## config.mk

```make
export PLATFORM = sky130hd
export DESIGN_NAME = fifo_rd_streamer
export DESIGN_NICKNAME = d
export VERILOG_FILES = /design/src/rtl/fifo_rd_streamer_pkg.sv /design/src/rtl/fifo_rd_streamer_skid_buf.sv /design/src/rtl/fifo_rd_streamer.sv
export SDC_FILE = /design/constraint.sdc
export NUM_CORES = 1
export LEC_CHECK = 0
export BUFFER_PORTS_ARGS = -buffer_cell sky130_fd_sc_hd__clkbuf_2
export CORE_MARGIN = 3
export CORE_UTILIZATION = 45
export CTS_BUF_LIST = sky130_fd_sc_hd__clkbuf_8
export DETAILED_ROUTE_END_ITERATION = 7
export GPL_TIMING_DRIVEN = 0
export PLACE_DENSITY = 0.8
export SLEW_MARGIN = 0
export SYNTH_ARGS = -nofsm -noshare
export SYNTH_HDL_FRONTEND = slang
export SYNTH_SLANG_ARGS = --single-unit
```

## constraint.sdc

```tcl
create_clock -name clk -period 4 [get_ports clk]
set_input_delay 0 -clock clk [delete_from_list [all_inputs] [get_ports clk]]
set_output_delay 0 -clock clk [all_outputs]
set_load 0.05 [all_outputs]
```

## src/rtl/fifo_rd_streamer_pkg.sv

```systemverilog
// rtl/fifo_rd_streamer_pkg.sv - shared FIFO constants and read-streamer state type
package fifo_rd_streamer_pkg;

    localparam int FIFO_WIDTH = 16;
    localparam int FIFO_DEPTH = 16;

    typedef enum logic [1:0] {
        IDLE  = 2'd0,
        RUN   = 2'd1,
        FLUSH = 2'd2
    } rd_state_e;

endpackage

```

## src/rtl/fifo_rd_streamer_skid_buf.sv

```systemverilog
// rtl/fifo_rd_streamer_skid_buf.sv - 2-entry valid/ready buffer with synchronous clear
module stream_skid_buf #(
    parameter int WIDTH = 16
) (
    input  logic             clk,
    input  logic             rst_n,
    input  logic             clear,
    input  logic             s_valid,
    input  logic [WIDTH-1:0] s_data,
    output logic             m_valid,
    output logic [WIDTH-1:0] m_data,
    input  logic             m_ready,
    output logic [1:0]       count
);

    logic [WIDTH-1:0] head;
    logic [WIDTH-1:0] tail;
    logic [1:0]       cnt;
    logic             pop;

    assign m_valid = (cnt != 2'd0);
    assign m_data  = head;
    assign count   = cnt;
    assign pop     = m_valid && m_ready;

    // Head only changes on pop or when empty, so m_data holds under stall.
    always_ff @(posedge clk or negedge rst_n) begin
        if (!rst_n) begin
            head <= '0;
            tail <= '0;
            cnt  <= 2'd0;
        end else if (clear) begin
            cnt <= 2'd0;
        end else begin
            case ({s_valid, pop})
                2'b10: begin
                    if (cnt == 2'd0) begin
                        head <= s_data;
                    end else if (cnt == 2'd1) begin
                        tail <= s_data;
                    end
                    if (cnt != 2'd2) begin
                        cnt <= cnt + 2'd1;
                    end
                end
                2'b01: begin
                    head <= tail;
                    cnt  <= cnt - 2'd1;
                end
                2'b11: begin
                    if (cnt == 2'd1) begin
                        head <= s_data;
                    end else begin
                        head <= tail;
                        tail <= s_data;
                    end
                end
                default: ;
            endcase
        end
    end

endmodule

```

## src/rtl/fifo_rd_streamer.sv

```systemverilog
// rtl/fifo_rd_streamer.sv - FIFO read-side consumer feeding a valid/ready stream with flush
module fifo_rd_streamer #(
    parameter int FIFO_WIDTH = fifo_rd_streamer_pkg::FIFO_WIDTH,
    parameter int CNT_WIDTH  = 16
) (
    input  logic                  clk,
    input  logic                  rst_n,
    input  logic                  en,
    input  logic                  flush,
    input  logic                  fifo_empty,
    input  logic                  fifo_underflow,
    input  logic [FIFO_WIDTH-1:0] fifo_data_out,
    output logic                  fifo_rd_en,
    output logic                  m_valid,
    output logic [FIFO_WIDTH-1:0] m_data,
    input  logic                  m_ready,
    output logic                  busy,
    output logic                  flush_done,
    output logic                  underflow_err,
    output logic [CNT_WIDTH-1:0]  words_out
);

    import fifo_rd_streamer_pkg::*;

    localparam int SKID_DEPTH = 2;

    rd_state_e            state;
    rd_state_e            state_next;
    logic                 inflight;
    logic [1:0]           skid_cnt;
    logic                 pop;
    logic                 capture;
    logic                 skid_clear;
    logic                 rd_ok;
    logic [2:0]           occ_eff;
    logic [CNT_WIDTH-1:0] words_cnt;

    assign pop        = m_valid && m_ready;
    // Counting this cycle's pop lets a read issue every cycle while draining.
    assign occ_eff    = {1'b0, skid_cnt} + {2'b00, inflight} - {2'b00, pop};
    assign rd_ok      = !fifo_empty && (occ_eff < 3'(SKID_DEPTH));
    assign skid_clear = flush || (state == FLUSH);
    assign capture    = inflight && !skid_clear;
    assign busy       = (state != IDLE) || (skid_cnt != 2'd0);
    assign words_out  = words_cnt;

    always_comb begin
        state_next = state;
        fifo_rd_en = 1'b0;
        flush_done = 1'b0;
        case (state)
            IDLE: begin
                if (en) begin
                    state_next = RUN;
                end
            end
            RUN: begin
                fifo_rd_en = rd_ok;
                if (!en) begin
                    state_next = IDLE;
                end
            end
            FLUSH: begin
                fifo_rd_en = rd_ok;
                if (fifo_empty && !inflight) begin
                    state_next = IDLE;
                    flush_done = 1'b1;
                end
            end
            default: state_next = IDLE;
        endcase
        if (flush && (state != FLUSH)) begin
            state_next = FLUSH;
        end
    end

    always_ff @(posedge clk or negedge rst_n) begin
        if (!rst_n) begin
            state         <= IDLE;
            inflight      <= 1'b0;
            words_cnt     <= '0;
            underflow_err <= 1'b0;
        end else begin
            state    <= state_next;
            inflight <= fifo_rd_en;
            if (pop && (state != FLUSH)) begin
                words_cnt <= words_cnt + 1'b1;
            end
            if (fifo_underflow) begin
                underflow_err <= 1'b1;
            end
        end
    end

    stream_skid_buf #(
        .WIDTH (FIFO_WIDTH)
    ) u_skid (
        .clk     (clk),
        .rst_n   (rst_n),
        .clear   (skid_clear),
        .s_valid (capture),
        .s_data  (fifo_data_out),
        .m_valid (m_valid),
        .m_data  (m_data),
        .m_ready (m_ready),
        .count   (skid_cnt)
    );

endmodule

```

==> metrics <==
r2r setup slk=1.08 ns; DRT iter0 DRCs=91; metal3 WL=350 µm; Remaining Overflow, GRT=0; clk sink count=54; Pre-Repair DR Iteration Count=4; Antenna Violating Nets Remaining=0; Slew Limit Fails=0; Initial Util=0.478; R2R cell count=11; final hold viol count=0; Post-synth top flop=dfrtp_1; Crit. End Element=output port; num ports=60; pwr dens=676 nW/µm²; Setup CP Type=flip-flop to output port; TritonCTS clock tree=done; Final Cell Area=between 3000 and 4000 µm²; clk_lat worst skew=0.32 ns; vias in the first global route=2378; Final nets=between 300 and 400; cells after synthesis=between 200 and 300; Metal-1 WL=3200 µm; commonest non-fill, non-tap cell in the layout=clkbuf_2; Residual DRC=0; total number of vias=between 2000 and 2500; highest clock rate=between 200 and 300 MHz; Max-Slew Margin vs Limit=0.635; die outline height=86.5 µm; Tmin final=3.47 ns; CTS Buffer Depth=2; PostCTS Resize Cnt=0; Total Routed Length=roughly 7000 µm; setup bufs post-CTS=0; largest net degree at the start of global routing=55; maximum vdd drop=about 0.51 mV; Synth Warn #=0; initial antenna violation count=0; number of CTS-inserted buffers=5; top layer in use=met4; CTS root buf=clkbuf_8; die width=86.5 µm; EDFF count, synth=0; CP startpoint kind=flip-flop; asr flop ratio synth=1.00; Die Area=7480 µm²; placer congestion estimate=0.857; RSZ-0062 raised after global routing=false; Post-DP Area=3300 µm²; crit path cell chain=inv_1, ha_1, nand2b_1, buf_4, inv_2, buf_2, ha_1, nand2b_1, fa_1, xor2_1, nor3_1, clkbuf_2; core area=between 6000 and 7000 µm²; crit path max fanout=10; DP Wirelength=approximately 4700 µm; worst r2r src=u_skid.count[1]$_DFFE_PN0P_; crit path buf inv count=5; slowest cell on the critical path=dfrtp_1; Hold WC Path Type=input port to asynchronous set/reset pin; WP data required=4.00 ns; Site Rows=28; Worst Max-Slew Pin Slew=0.547 ns; setup_tns=0 ns; share of cells above drive strength 1=0.308; Buffers on Ports=59; first-pass GRT wire length=11300 µm; Layout area overhead=24.0%; Cell variety after synth=42; mean post-synth cell area=about 10 µm²; post-synthesis cell area=2910 µm²; post-synthesis register bit count=between 50 and 60; final core occ=0.593; Worst-path clk slew=~0.11 ns; max cap viols=0; Critical Path AT=3.47 ns; Layout Skew=0.0138 ns; cell family with most CP delay=buffers and inverters; Total Power=2.44 mW; leak pwr=1.79 nW; Worst path max stage delay=0.50 ns; status=finished clean; crit share post-route=0.868; commonest non-fill, non-tap cells in the layout=clkbuf_2 (59), dfrtp_1 (54), nand2_1 (41), o21ai_0 (34), dlygate4sd3_1 (20); vias per inst=5.38; syn nets=between 300 and 400; Final setup viols=0; Hold WS=0.128 ns; sequential area share after synthesis=0.464; GRT Total Usage=0.193; r2r endpoint=inflight$_DFF_PN0_; CTS H-tree lvls=2; n_diodes=0; DR WL met2=about 3300 µm; WL/cell=15.8 µm
## per-stage QoR
stage               std cells  worst slack, ns
global placement          413            0.957
floorplan                 279            0.398
global route              442            0.253
CTS                       440            0.521
detailed placement        413            0.895
finish                    442            0.527
## worst max path at each step
stage | from | end | slack, ns | cells past startpoint
4_1_cts | u_skid.count[1]$_DFFE_PN0P_ | fifo_rd_en | 0.52 | 12
2_1_floorplan | u_skid.count[1]$_DFFE_PN0P_ | inflight$_DFF_PN0_ | 0.40 | 11
3_3_place_gp | u_skid.count[1]$_DFFE_PN0P_ | fifo_rd_en | 0.96 | 12
6_report | u_skid.count[1]$_DFFE_PN0P_ | fifo_rd_en | 0.53 | 12
5_1_grt | u_skid.count[1]$_DFFE_PN0P_ | fifo_rd_en | 0.25 | 12
3_5_place_dp | u_skid.count[1]$_DFFE_PN0P_ | fifo_rd_en | 0.90 | 12
## metal layers
metal	GRT usage	vias up
met5	0	-
met4	0.0609	0
met3	0.0371	14
met2	0.323	66
met1	0.252	1143
li1	-	1153
## state kept, by name, indices dropped and copies added, names as in the netlist
signal         cells
u_skid.m_data     16
u_skid.tail       16
words_out         16
state              2
u_skid.count       2
inflight           1
underflow_err      1
## cell type report
cell class                 count  area (µm²)
inverter                       7        26.3
clock inverter                 3        22.5
fill                         546        2480
timing repair buffer          80         515
sequential                    54        1350
clock buffer                   5        68.8
tap                           75        93.8
multi-input combinational    204        1460
buffer                        14        76.3
## cell families (layout without fill, tap and decap cells)
kind of cell    Yosys count  in the layout  synth area share
flops                    54             54             0.464
compound gates           62             62             0.128
xor+xnor                 17             17            0.0537
simple gates             82             82             0.136
mux                      34             34             0.142
fa+ha+maj                 9              9            0.0412
buf+inv                  21            109            0.0352
## worst reg2reg max path: cells and delay by family (launching register included)
family                     cells  cell delay [ns]
xor gates and xnor gates       1             0.15
and+or+nand+nor                3             0.54
buffers and inverters          4             0.69
DFF                            1             0.50
adders and majority gates      3             0.95
## cell usage after synthesis, drive strengths merged, types with 2 or more instances
cell    count  area [µm²]
dfrtp      54        1350
xnor2      12         105
a21oi       6        30.0
ha          8         100
and4        2        17.5
nand2b      3        18.8
nor2       14        55.1
a22oi      11        82.6
o22a        5        43.8
nand4       6        52.6
nand3       5        25.0
and2        2        12.5
xor2        5        51.3
clkbuf      4        16.3
inv         7        26.3
mux2i       6        60.1
mux2       28         353
nand2      42         160
or2         2        12.5
nor3        2        10.0
nor3b       2        15.0
buf        10        60.1
o21ai      35         175
## where the power goes
group	switching [mW]	internal (mW)
sequential	0.113	0.695
combinational	0.878	0.431
clock	0.198	0.127
## repair_timing
| action | CTS | global route |
|---|---|---|
| endpoints found under the setup margin | 0 | 0 |
| hold buffers | 19 | 1 |
| hold endpoints to repair | 19 | 16 |
Power figures use the tool's default switching activity.
